===== src/rtl/kgp_io_input_port_if.sv =====
// Handshake/bus bundle for kgp_io_input_port: raw board inputs, processor read strobe and read-side outputs.
// Optional press_cnt member is present only when KGP_IO_PRESS_COUNT_EN is defined.
interface kgp_io_input_port_if #(
    parameter int unsigned DATA_W = 16
);
    logic              button;
    logic [DATA_W-1:0] sw;
    logic              rd_en;
    logic [DATA_W-1:0] rd_data;
    logic              data_valid;
    logic              overrun;
`ifdef KGP_IO_PRESS_COUNT_EN
    logic [7:0]        press_cnt;

    modport master (output button, sw, rd_en, input rd_data, data_valid, overrun, press_cnt);
    modport slave  (input button, sw, rd_en, output rd_data, data_valid, overrun, press_cnt);
`else
    modport master (output button, sw, rd_en, input rd_data, data_valid, overrun);
    modport slave  (input button, sw, rd_en, output rd_data, data_valid, overrun);
`endif
endinterface


===== src/rtl/kgp_io_input_port.sv =====
// KGP miniRISC input port: synchronised, debounced push button snapshots the switch bank for a strobed read.
// Define KGP_IO_PRESS_COUNT_EN to add the 8-bit wrapping press_cnt output.
module kgp_io_input_port #(
    parameter int unsigned DATA_W          = 16,
    parameter int unsigned DEBOUNCE_CYCLES = 4,
    parameter int unsigned CNT_W           = 20
) (
    input logic                clk,
    input logic                rst,
    kgp_io_input_port_if.slave io
);
    typedef enum logic [1:0] {IDLE, ARM, HELD, DISARM} state_t;

    localparam logic [CNT_W-1:0] CNT_LAST = CNT_W'(DEBOUNCE_CYCLES - 1);

    logic              btn_m_q, btn_s_q;
    logic [DATA_W-1:0] sw_m_q, sw_s_q;
    state_t            state_q, state_d;
    logic [CNT_W-1:0]  cnt_q, cnt_d;
    logic              capture;
    logic [DATA_W-1:0] rd_data_q, rd_data_d;
    logic              data_valid_q, data_valid_d;
    logic              overrun_q, overrun_d;

    always_ff @(posedge clk) begin
        if (rst) begin
            btn_m_q <= 1'b0;
            btn_s_q <= 1'b0;
            sw_m_q  <= '0;
            sw_s_q  <= '0;
        end else begin
            btn_m_q <= io.button;
            btn_s_q <= btn_m_q;
            sw_m_q  <= io.sw;
            sw_s_q  <= sw_m_q;
        end
    end

    // capture is decoded from current state so it lands on the ARM->HELD edge itself
    always_comb begin
        state_d = state_q;
        cnt_d   = cnt_q + 1'b1;
        capture = 1'b0;
        unique case (state_q)
            IDLE: begin
                cnt_d = '0;
                if (btn_s_q) state_d = ARM;
            end
            ARM: begin
                if (!btn_s_q) begin
                    state_d = IDLE;
                    cnt_d   = '0;
                end else if (cnt_q == CNT_LAST) begin
                    state_d = HELD;
                    cnt_d   = '0;
                    capture = 1'b1;
                end
            end
            HELD: begin
                cnt_d = '0;
                if (!btn_s_q) state_d = DISARM;
            end
            DISARM: begin
                if (btn_s_q) begin
                    state_d = HELD;
                    cnt_d   = '0;
                end else if (cnt_q == CNT_LAST) begin
                    state_d = IDLE;
                    cnt_d   = '0;
                end
            end
            default: begin
                state_d = IDLE;
                cnt_d   = '0;
            end
        endcase
    end

    // A capture coinciding with rd_en treats the old sample as consumed
    always_comb begin
        rd_data_d    = rd_data_q;
        data_valid_d = data_valid_q;
        overrun_d    = overrun_q;
        if (capture) begin
            rd_data_d    = sw_s_q;
            data_valid_d = 1'b1;
            if (data_valid_q) overrun_d = !io.rd_en;
        end else if (io.rd_en && data_valid_q) begin
            data_valid_d = 1'b0;
            overrun_d    = 1'b0;
        end
    end

    always_ff @(posedge clk) begin
        if (rst) begin
            state_q      <= IDLE;
            cnt_q        <= '0;
            rd_data_q    <= '0;
            data_valid_q <= 1'b0;
            overrun_q    <= 1'b0;
        end else begin
            state_q      <= state_d;
            cnt_q        <= cnt_d;
            rd_data_q    <= rd_data_d;
            data_valid_q <= data_valid_d;
            overrun_q    <= overrun_d;
        end
    end

    assign io.rd_data    = rd_data_q;
    assign io.data_valid = data_valid_q;
    assign io.overrun    = overrun_q;

`ifdef KGP_IO_PRESS_COUNT_EN
    logic [7:0] press_cnt_q, press_cnt_d;

    always_comb begin
        press_cnt_d = press_cnt_q;
        if (capture) press_cnt_d = press_cnt_q + 8'd1;
    end

    always_ff @(posedge clk) begin
        if (rst) press_cnt_q <= '0;
        else     press_cnt_q <= press_cnt_d;
    end

    assign io.press_cnt = press_cnt_q;
`endif
endmodule


===== src/flat_wrapper.sv =====
// flat-port wrapper written by rule: the top's interface ports become plain ports
module kgp_io_input_port_flat 
#(
    parameter int unsigned DATA_W          = 16,
    parameter int unsigned DEBOUNCE_CYCLES = 4,
    parameter int unsigned CNT_W           = 20
)
  (clk, rst, io_button, io_sw, io_rd_en, io_rd_data, io_data_valid, io_overrun);
  kgp_io_input_port_if #(.DATA_W(DATA_W)) io_i ();
  input logic clk;
  input logic rst;
  input wire logic [$bits(io_i.button)-1:0] io_button;
  input wire logic [$bits(io_i.sw)-1:0] io_sw;
  input wire logic [$bits(io_i.rd_en)-1:0] io_rd_en;
  output wire logic [$bits(io_i.rd_data)-1:0] io_rd_data;
  output wire logic [$bits(io_i.data_valid)-1:0] io_data_valid;
  output wire logic [$bits(io_i.overrun)-1:0] io_overrun;
  assign io_i.button = io_button;
  assign io_i.sw = io_sw;
  assign io_i.rd_en = io_rd_en;
  assign io_rd_data = io_i.rd_data;
  assign io_data_valid = io_i.data_valid;
  assign io_overrun = io_i.overrun;
  kgp_io_input_port #(.DATA_W(DATA_W), .DEBOUNCE_CYCLES(DEBOUNCE_CYCLES), .CNT_W(CNT_W)) u_core (.clk(clk), .rst(rst), .io(io_i));
endmodule

===== config.mk =====
export PLATFORM = sky130hd
export DESIGN_NAME = kgp_io_input_port_flat
export DESIGN_NICKNAME = d
export VERILOG_FILES = /design/src/rtl/kgp_io_input_port_if.sv /design/src/rtl/kgp_io_input_port.sv /design/src/flat_wrapper.sv
export SDC_FILE = /design/constraint.sdc
export NUM_CORES = 1
export LEC_CHECK = 0
export ABC_AREA = 1
export CORE_MARGIN = 2
export CORE_UTILIZATION = 48
export CTS_CLUSTER_SIZE = 10
export DETAILED_ROUTE_END_ITERATION = 8
export PLACE_DENSITY = 0.77
export SLEW_MARGIN = 15
export SYNTH_ARGS = -nofsm -noshare
export SYNTH_HDL_FRONTEND = slang
export SYNTH_SLANG_ARGS = --single-unit

===== constraint.sdc =====
create_clock -name clk -period 1.4 [get_ports clk]
set_input_delay 0.42 -clock clk [delete_from_list [all_inputs] [get_ports clk]]
set_output_delay 0.42 -clock clk [all_outputs]
set_load 0.01 [all_outputs]

After elaboration in Yosys (flattened, before gate mapping)
Index checks and enable logic that the tools add are counted.
{ "totals": {"out_inout_bits": 18, "reg_bits": 74, "input_bits": 20, "memories": 0, "mem_bits_rw": 0, "latchBits": 0, "word_cells": 44, "mem_bits_ro": 0} }
{ "op_classes": {"reduce_logical": 7, "mux": 18, "multipliers": 0, "n_shift": 0, "magnitude_cmp": 0, "addsub": 1, "n_eq_ne": 9, "n_div": 0, "bitwise_logic": 0} }
{ "ops": {"columns": ["op", "n"], "rows": [
  ["$mux W20", 3],
  ["$pmux W20 S3", 1],
  ["$add A20 B1 Y20 const B", 1],
  ["$eq A20 B2 Y1 const B", 1],
  ["$mux W2", 6],
  ["$pmux W2 S4", 1],
  ["$mux W1", 7],
  ["$eq A2 B2 Y1 const B", 2],
  ["$ne A2 B2 Y1 const B", 2],
  ["$reduce_and A4 Y1", 1],
  ["$ne A3 B1 Y1 const B", 1],
  ["$ne A3 B3 Y1 const B", 1],
  ["$eq A2 B1 Y1 const B", 1],
  ["$logic_not A2 Y1", 1],
  ["$ne A2 B1 Y1 const B", 1],
  ["$reduce_and A2 Y1", 1],
  ["$reduce_bool A2 Y1", 1],
  ["$reduce_or A2 Y1", 1],
  ["$logic_and A1 B1 Y1", 1],
  ["$logic_not A1 Y1", 1]
]} }

Longest topological paths before layout
Gate-level depths: netlist of the first run.
{ "depth": {"depth_word": 6, "ltp_mapped": 9, "ltp_nobuf": 9} }

Worst setup path before layout of the first run
No wires, ideal clock.
{ "synth_timing": {"path_type": "flip-flop to flip-flop", "startpoint": "register u_core.cnt_q[0]", "endpoint": "register u_core.rd_data_q[0] (netlist: u_core.io.rd_data[0])", "arrival_ns": 1.301, "period_less_slack_ns": 1.414, "t_required_ns": 1.287, "path_buffers": 1, "setup_time_ns": 0.113, "path_stages_with_launch": 10, "path_slack_ns": -0.014, "cell_sequence": "dfxtp_1 > ha_1 > nand3_1 > nor2_1 > nand3_2 > nor2_4 > buf_4 > nand2_1 > nand2_1 > nor2_1"} }
{ "synth_via": {"elab_chain_cells": 4} }
{ "synth_rtl": {"columns": ["element", "line", "source"], "rows": [
  ["from (decl)", "kgp_io_input_port.sv:19", "logic [CNT_W-1:0] cnt_q, cnt_d;"],
  ["from (signal assigned)", "kgp_io_input_port.sv:103", "cnt_q <= cnt_d;"],
  ["$eq A20 B2 Y1", "kgp_io_input_port.sv:53", "end else if (cnt_q == CNT_LAST) begin"],
  ["$mux W1", "kgp_io_input_port.sv:53", null],
  ["$mux W1", "kgp_io_input_port.sv:50", "if (!btn_s_q) begin"],
  ["$mux W1", "kgp_io_input_port.sv:44", "unique case (state_q)"],
  ["to (signal assigned)", "kgp_io_input_port.sv:104", "rd_data_q <= rd_data_d;"],
  ["to (decl)", "kgp_io_input_port.sv:21", "logic [DATA_W-1:0] rd_data_q, rd_data_d;"]
]} }
Every way passes these cells.
A chain may end at the register's enable or synchronous reset.

Worst setup path in the final report of the first run
{ "layout_timing": {"startpoint": "register u_core.cnt_q[1]", "endpoint": "register u_core.rd_data_q[11] (netlist: u_core.io.rd_data[11])"} }
Same word-level chain as after synthesis.

==> results.py, run 1 <==
metrics = {
    "cells_and_area": {
        "layout_common_cells": "nor2_1, inv_1, dfxtp_1",
        "fin_util": 0.665,
        "layout-drive-gt1-share": 0.168,
        "fin_cells": 525,
        "n_antenna_cell": 0,
        "final_common_cell": "nor2_1",
        "syn2layout_area_growth_pct": 32.5,
        "num-nets-final": 469,
    },
    "worst_setup_path": {
        "rrSetupSlack_ps": -90,
        "crit_slowest_cell": "dfxtp_2",
        "crit_required_ps": 1640,
        "reg2reg_from": "u_core.cnt_q[1]$_SDFF_PP0_",
        "startpoint_type": "flop",
        "arrival_ps": 1730,
        "r2r_cells": 9,
        "path_class": "flop to flop",
        "cp_num_buf_inv": 1,
        "cp_cell_sequence": "ha_4 > nand3_4 > nor2_4 > nand3_2 > nor2_4 > buf_6 > nand2_1 > nand2_1 > nor2_1",
        "reg2reg_to": "u_core.io.rd_data[11]$_SDFFE_PP0P_",
        "max_stage_delay_ps": 360,
        "path_max_fanout": 9,
        "worst_setup_path_end_kind": "flop",
        "cp.depth": 9,
        "cp_top_family": "simple AND/OR/NAND/NOR gates",
    },
    "place": {
        "dp_cells": 504,
        "gp_congestion": 0.830,
        "dpl_worst_slack_ps": -280,
        "port_buffers": 37,
        "hpwl_mm": 3.52,
    },
    "clocking": {
        "cts.sinks": 74,
        "cts.path.max_buffers": 2,
        "clock_latency_ps": 340,
        "clkTransAtPathRegs_ps": 80,
        "cts-root-buf": "clkbuf_8",
        "htreeDepth": 3,
        "holdBufCountCts": 0,
        "cts_made_buffers": 9,
        "cts_tree": "built",
    },
    "logic_synthesis": {
        "synth_compound_area_frac": 0.0333,
        "yosys.area_share.adder": 0.00450,
        "syn_inst": 383,
        "synth_fp_nets": 404,
        "syn_avg_cell_area_um2": 7.26,
        "yosys.area_share.simple": 0.299,
        "ys_warn_count": 0,
        "synth_area_um2": 2780,
        "yosysSeqAreaShare": 0.533,
        "synth_top_area_frac": 0.533,
        "muxShareOfSynthArea": 0,
        "synth_xor_area_frac": 0.00945,
        "ys_seq_elements": 74,
        "synth_area_leaders": "dfxtp_1, nor2_1, inv_1",
        "synth_cell_types": 26,
        "synth_top_cell_by_area": "dfxtp_1",
        "synth_top_family_by_area": "simple AND/OR/NAND/NOR gates",
    },
    "drt": {
        "drcViolationCount": 0,
        "routedWlPerCell_um": 10.5,
        "drt_pass1_iterations": 5,
        "viasPerCell": 4.51,
        "vias": 2369,
        "final_antenna_net_count": 0,
        "drt_iter0_drc": 94,
        "drt_wl_total_mm": 5.53,
    },
    "floorplan": {
        "core_area_um2": 5540,
        "die_y_um": 80.1,
        "row_count": 27,
        "pin_count": 38,
        "fp.dieW_um": 80.1,
        "die-area_um2": 6420,
        "start_util": 0.502,
    },
    "power": {
        "vdd_drop_max_mv": 0.889,
        "p_leak_nw": 1.59,
        "p_per_area_nw_per_um2": 1120,
    },
    "global_routing": {
        "grt_pass1_vias": 2242,
        "grt_max_degree": 36,
        "grt_pass1_wl_mm": 9.48,
        "grt_usage": 0.192,
        "grtUsageMet3": 0.0517,
        "antenna_found_initial": 0,
        "grtUsageMet1": 0.225,
        "top_usage_layer": "met2",
        "met2_usage": 0.328,
        "overflow": 0,
    },
    "worst_hold_path": {
        "hold_path_class": "flop to flop",
        "hold_end": "u_core.sw_s_q[0]$_SDFF_PP0_",
        "hold_path_depth": 2,
        "worstHoldStart": "u_core.sw_m_q[0]$_SDFF_PP0_",
    },
    "status": {
        "failed_checks": "negative setup slack",
        "status": "finished with violations",
    },
    "sta": {
        "fin_skew_ps": 6.22,
        "period_share": 1.06,
        "worst_pin_slew_ps": 353,
        "layout_min_cycle_time_ps": 1490,
        "grt_setup_unrepaired": "yes",
        "relSlewSlack": 0.763,
        "max_freq_mhz": 672,
        "drv_slew": 0,
        "hold_viol": 0,
        "setup_ws_ps": -89.0,
        "hold-worst-slack_ps": 403,
        "setup_violations": 22,
    },
    "run": {
        "max_cap_viol_count": 0,
    },
}
==> what timing repair did <==
item,in CTS,in global routing
hold endpoints to repair,0,0
endpoints found under the setup margin,56,50
setup buffers,3,3
pin swaps,5,8
gates cloned,2,0
resized for setup,42,23
==> how the worst max path moves through the flow <==
stage,slack [ps],endpoint,startpoint
after floorplan,5,u_core.io.rd_data[2]$_SDFFE_PP0P_,u_core.cnt_q[1]$_SDFF_PP0_
after global placement,-240,u_core.cnt_q[6]$_SDFF_PP0_,rst
after detailed placement,-280,u_core.cnt_q[9]$_SDFF_PP0_,rst
after CTS,-70,u_core.io.rd_data[6]$_SDFFE_PP0P_,u_core.cnt_q[0]$_SDFF_PP0_
after global routing,-180,u_core.io.rd_data[11]$_SDFFE_PP0P_,u_core.cnt_q[1]$_SDFF_PP0_
final,-90,u_core.io.rd_data[11]$_SDFFE_PP0P_,u_core.cnt_q[1]$_SDFF_PP0_
==> cell usage after synthesis <==
cell type  count
buf_4          2
nor2_4         1
nor3_1         4
inv_1         72
nand3_1        9
xor2_1         1
nand4_1        3
nand2_2        1
buf_2          2
o21ai_1        1
o21ai_0        2
nor2_1       110
ha_1           1
xnor2_1        2
buf_6          2
a31oi_1        3
inv_2          2
nand2_1       71
buf_1          3
nor2_2         3
dfxtp_1       74
nand3_2        1
nor3b_1        3
a21oi_2        1
o21a_1         2
a21oi_1        7
==> final cells by class <==
cell class,count,area (um2)
sequential,74,1490
tap,72,90.1
timing repair buffer,63,554
clock buffer,12,145
inverter,74,278
clock inverter,4,75.1
fill,485,1860
multi-input combinational,226,1050
==> worst reg2reg max path: cells and delay by family, from the launching register on <==
family | cells | cell delay (ps)
DFF | 1 | 360
buffers and inverters | 1 | 170
and+or+nand+nor | 7 | 680
adders and majority gates | 1 | 170
==> layer usage <==
layer  wire [um]  part of all wire  up-vias
met5           0                 0        -
met4         106             0.019        0
met3         232             0.042       15
met2        2600              0.47       50
met1        2600              0.47     1056
li1            -                 -     1248
==> sequential cells by signal (all words and copies together) (netlist names), 16 cells and up, named ones only <==
name and flops:
u_core.sw_s_q 16, u_core.io.rd_data 16, u_core.sw_m_q 16, u_core.cnt_q 20
==> metrics by stage <==
| stage | TNS [ps] | instance area (um2) | total power, mW |
|---|---|---|---|
| 2_1_floorplan | 0 | 2790 | 2.30 |
| 3_5_place_dp | -9080 | 3360 | 2.37 |
| 3_3_place_gp | -8820 | 3360 | 2.37 |
| 5_1_grt | -3880 | 3680 | 4.29 |
| 6_report | -1090 | 3680 | 4.14 |
| 4_1_cts | -1060 | 3710 | 4.18 |
==> logic make-up after synthesis <==
group / after synthesis
AOI/OAI and AO/OA: 16
xor gates and xnor gates: 3
adders and majority gates: 1
buffers and inverters: 83
DFF: 74
and+or+nand+nor: 206
==> report_power, final <==
group | total [mW] | leakage [nW] | switching, mW | internal [mW]
combinational | 0.159 | 0.877 | 0.0782 | 0.0807
clock | 1.81 | 0.103 | 0.758 | 1.05
sequential | 2.17 | 0.606 | 0.0149 | 2.15
total | 4.14 | 1.59 | 0.851 | 3.29
No activity file was read; power rests on OpenSTA's default activity.
==> run 2, diff against run 1 <==
--- a/config.mk
+++ b/config.mk
@@ -10,7 +10,9 @@
 export CORE_UTILIZATION = 48
 export CTS_CLUSTER_SIZE = 10
 export DETAILED_ROUTE_END_ITERATION = 8
+export MAX_ROUTING_LAYER = met4
 export PLACE_DENSITY = 0.77
+export REMOVE_ABC_BUFFERS = 1
 export SLEW_MARGIN = 15
 export SYNTH_ARGS = -nofsm -noshare
 export SYNTH_HDL_FRONTEND = slang
==> run 2 against run 1 <==
Effect of this change:
- the flow still finishes with violations (negative setup slack)
- sequential share of layout area shrank 0.64 points
- clock power shrank 18%
- flip-flop and latch count is the same
- highest routed layer unchanged
==> results.py, run 2 (synthesis results as in run 1) <==
metrics = {
    "cells_and_area": {
        "fillCellCount": 457,
        "fin_util": 0.676,
        "fin_cells": 532,
        "layout_common_cells": "nor2_1, inv_1, dfxtp_1",
        "seq_area_um2": 1490,
        "top_register": "u_core.cnt_q",
        "n_antenna_cell": 0,
        "multi_input_area_um2": 1080,
        "final_common_cell": "nor2_1",
        "syn2layout_area_growth_pct": 34.7,
        "largest_register_ffs": 20,
        "num-nets-final": 476,
        "layout-drive-gt1-share": 0.207,
    },
    "power": {
        "swShare": 0.231,
        "power.share.sequential": 0.569,
        "vdd_drop_max_mv": 0.905,
        "p_leak_nw": 1.62,
        "power_frac_comb": 0.043,
        "p_per_area_nw_per_um2": 1020,
        "power_frac_clock": 0.389,
        "switchingPower_mw": 0.880,
        "power.internal_mw": 2.93,
    },
    "clocking": {
        "cts_made_buffers": 9,
        "cts_tree": "built",
        "cts.sinks": 74,
        "clkTransAtPathRegs_ps": 80,
        "cts-root-buf": "clkbuf_8",
        "cts.path.max_buffers": 2,
        "htreeDepth": 3,
        "clock_latency_ps": 350,
    },
    "floorplan": {
        "pin_count": 38,
        "row_count": 27,
        "die-area_um2": 6420,
        "start_util": 0.502,
        "core_area_um2": 5540,
        "fp.dieW_um": 80.1,
        "die_y_um": 80.1,
    },
    "place": {
        "gp_congestion": 0.826,
        "hpwl_mm": 3.60,
        "port_buffers": 37,
        "dp_cells": 505,
    },
    "drt": {
        "drt_iter0_drc": 95,
        "viasPerCell": 4.57,
        "drt_wl_total_mm": 6.16,
        "vias": 2430,
        "final_antenna_net_count": 0,
        "routedWlPerCell_um": 11.6,
        "drt_pass1_iterations": 5,
        "drcViolationCount": 0,
    },
    "sta": {
        "hold_viol": 0,
        "period_share": 1.09,
        "worst_pin_slew_ps": 360,
        "fin_skew_ps": 10.0,
        "layout_min_cycle_time_ps": 1520,
        "setup_ws_ps": -122,
        "relSlewSlack": 0.760,
        "max_freq_mhz": 657,
        "drv_slew": 0,
        "grt_setup_unrepaired": "yes",
        "setup_violations": 21,
        "fin_tns_setup_ps": -1790,
    },
    "global_routing": {
        "grt_max_degree": 36,
        "grt_pass1_vias": 2446,
        "grt_usage": 0.213,
        "grt_pass1_wl_mm": 10.1,
        "overflow": 0,
        "antenna_found_initial": 0,
    },
    "status": {
        "status": "finished with violations",
        "failed_checks": "negative setup slack",
    },
    "worst_setup_path": {
        "worst_setup_path_end_kind": "flop",
        "startpoint_type": "flop",
        "crit_required_ps": 1690,
        "path_class": "flop to flop",
        "arrival_ps": 1810,
        "path_max_fanout": 7,
    },
    "run": {
        "max_cap_viol_count": 0,
    },
    "worst_hold_path": {
        "hold_path_class": "flop to flop",
    },
}
[run 2: cell types whose count changed in the layout (fill, tap and decap cells not counted), moves of 3 or more]
cell,before,now
clkbuf_2,3,8
nand2_4,0,3
dlygate4sd2_1,6,2
nor2_2,5,15
nand2_2,10,2
nand2_1,62,67
buf_4,23,27
nor2_1,104,93
[run 2: final cells by class]
cell class / instances / share of cell area
sequential: 74 / 0.397
clock inverter: 5 / 0.0104
inverter: 74 / 0.0748
clock buffer: 11 / 0.0377
timing repair buffer: 70 / 0.168
tap: 72 / 0.0240
multi-input combinational: 226 / 0.287
[run 2: per-stage QoR]
| step | hold slack [ps] | setup slack, ps | total power, mW | area [um2] |
|---|---|---|---|---|
| 3_5_place_dp | 393 | -283 | 2.37 | 3360 |
| 3_3_place_gp | 389 | -282 | 2.36 | 3360 |
| 5_1_grt | 414 | -195 | 3.98 | 3750 |
| 6_report | 402 | -122 | 3.81 | 3750 |
| 2_1_floorplan | 388 | -170 | 2.28 | 2720 |
| 4_1_cts | 404 | -46.3 | 3.84 | 3680 |
[run 2: final timing paths]
path	slack (ps)	endpoint	start	cells after the start
max	-120	u_core.io.rd_data[13]$_SDFFE_PP0P_	u_core.cnt_q[2]$_SDFF_PP0_	9
min	400	u_core.sw_s_q[12]$_SDFF_PP0_	u_core.sw_m_q[12]$_SDFF_PP0_	2
max reg2reg	-120	u_core.io.rd_data[13]$_SDFFE_PP0P_	u_core.cnt_q[2]$_SDFF_PP0_	9
min reg2reg	400	u_core.sw_s_q[12]$_SDFF_PP0_	u_core.sw_m_q[12]$_SDFF_PP0_	2
[run 2: power groups by stage]
stage / combinational [mW] / clock, mW / sequential (mW)
after floorplan: 0.0686 / 0 / 2.21
after global placement: 0.150 / 0 / 2.21
after detailed placement: 0.157 / 0 / 2.22
after CTS: 0.158 / 1.51 / 2.17
after global routing: 0.186 / 1.62 / 2.17
final: 0.162 / 1.48 / 2.17
[run 2: timing repair]
item,4_1_cts,5_1_grt
gates cloned,3,0
setup endpoints to repair,54,54
hold endpoints to repair,0,0
buffers inserted,6,6
pin swaps,1,15
gates resized for setup,35,54
hold buffers,0,0
[run 2: critical path, cell delays in order (launching register included)]
cell,delay [ps]
dfxtp_2,350
nor2_2,150
nand2_1,100
nor2_2,130
nand3_2,120
nor2_4,190
buf_6,160
buf_16,130
nor2_1,50
nor2_1,90
[run 2: routing by layer]
metal,wire length [um],vias to the layer above,global-route usage
met5,0,-,-
met4,164,0,0.0814
met3,282,18,0.0775
met2,3200,56,0.371
met1,2510,1093,0.220
li1,-,1263,-
==> edit (flow settings as in run 1) <==
Take the reset off `rd_data_q` and load it in a clocked block of its own.
--- a/src/rtl/kgp_io_input_port.sv
+++ b/src/rtl/kgp_io_input_port.sv
@@ -95,16 +95,18 @@
         if (rst) begin
             state_q      <= IDLE;
             cnt_q        <= '0;
-            rd_data_q    <= '0;
             data_valid_q <= 1'b0;
             overrun_q    <= 1'b0;
         end else begin
             state_q      <= state_d;
             cnt_q        <= cnt_d;
-            rd_data_q    <= rd_data_d;
             data_valid_q <= data_valid_d;
             overrun_q    <= overrun_d;
         end
+    end
+
+    always_ff @(posedge clk) begin
+        rd_data_q <= rd_data_d;
     end
 
     assign io.rd_data    = rd_data_q;
Check against the original RTL: differs if rst is asserted again (counterexample within 10 cycles, from zero or initial values and one cycle with rst high); with rst held inactive, the same outputs for 10 cycles.
==> edit against run 1 <==
The flow still finishes with violations (negative setup slack). Design area rose by 6.0%. Power fell by 3.9%. Count of clock-buffer cells in the layout fell by 2. Final cell count fell by 6.3%. Core utilization rose by 0.64 points. Synthesized cell count fell by 16%. Non-clock buffer count rose by 19. Worst setup slack improved by 0.013 ns. Sequential cell count did not move. Wire length rose by 3.5%. Synthesized area rose by 2.2%. Critical path type unchanged.
==> edit: results (changes against run 1) <==
gpl congestion=0.910 (was 0.830); average wire per standard cell=11.6 um (was 10.5 um); post-synthesis net count=344 (was 404); Post-Route WL=5720 um (was 5530 um); skew final=0.00768 ns (was 0.00622 ns); met3 wire len=286 um (was 232 um); R2R depth=6 (was 9); Setup-failing EPs final=20 (was 22); origin of the critical flop-to-flop path=u_core.cnt_q[13] (was u_core.cnt_q[1]); Final WS setup=-0.0764 ns (was -0.0890 ns); multi-input gate share of total cell area=26.7% (was 28.6%); initial detailed-routing violation count=135 (was 94); internal power=0.00313 W (was 0.00329 W); first-pass GRT wire length=8850 um (was 9480 um); maximum vdd drop=0.000896 V (was 0.000889 V); routing usage on met2=30.1% (was 32.8%); Worst R2R End=u_core.io.rd_data[2] (was u_core.io.rd_data[11]); Clock-cell share=4.97% (was 5.98%); met2 wire len=2900 um (was 2600 um); count of different cell masters after synthesis=31 (was 26); Commonest cells post-synth=73 x nor2_1, 65 x inv_1, 58 x dfxtp_1 (was 110 x nor2_1, 74 x dfxtp_1, 72 x inv_1); Fill cells=432 (was 485); share of layout cells above drive strength 1=30.2% (was 16.8%); Synth Area in Compound Gates=3.96% (was 3.33%); critical path arrival=1.53 ns (was 1.73 ns); Hold Path End=u_core.btn_s_q (was u_core.sw_s_q[0]); Post-synth EDFFs=16 (was 0); wl on met1=2420 um (was 2600 um); switching power=0.000846 W (was 0.000851 W); status=finished, violations left (unchanged); leakage=1.67 nW (was 1.59 nW); largest net degree at the start of global routing=33 (was 36); final hold slack=0.399 ns (was 0.403 ns); post-route minimum period=1.48 ns (was 1.49 ns); multi-input gates=179 (was 226); met1 usage=21.4% (was 22.5%); clock buffer count=10 (was 12); failing checks=negative setup slack (unchanged); hpwl dp=3960 um (was 3520 um)
-- edit: cell types whose count changed in the layout (fill, tap and decap cells not counted), sizes merged, moves of 6 or more --
cell	before	now
buf	26	49
clkdlybuf4s15	9	3
dfxtp	74	58
edfxtp	0	16
inv	74	66
nand2	72	40
nor2	114	85
nor3	4	13
-- edit: critical path, cell delays in order, from the launching register on --
cell and delay, ns:
dfxtp_1 0.33, nor2_1 0.10, nand2_1 0.10, nor2_1 0.17, nand4_1 0.18, nor2_4 0.15, buf_12 0.16
-- edit: stage by stage --
stage	TNS [ns]	cell area, um^2
floorplan	-2.56	2870
global placement	-5.20	3590
detailed placement	-5.59	3590
CTS	-1.45	3830
global route	-4.16	3910
finish	-1.26	3910
-- edit: repair_timing --
| item | CTS | global route |
|---|---|---|
| gates cloned | 0 | 1 |
| pin swaps | 9 | 14 |
| endpoints found under the setup margin | 40 | 54 |
| endpoints found under the hold margin | 0 | 0 |
| gates resized for setup | 44 | 34 |
| hold buffers | 0 | 0 |
| buffers inserted | 3 | 8 |
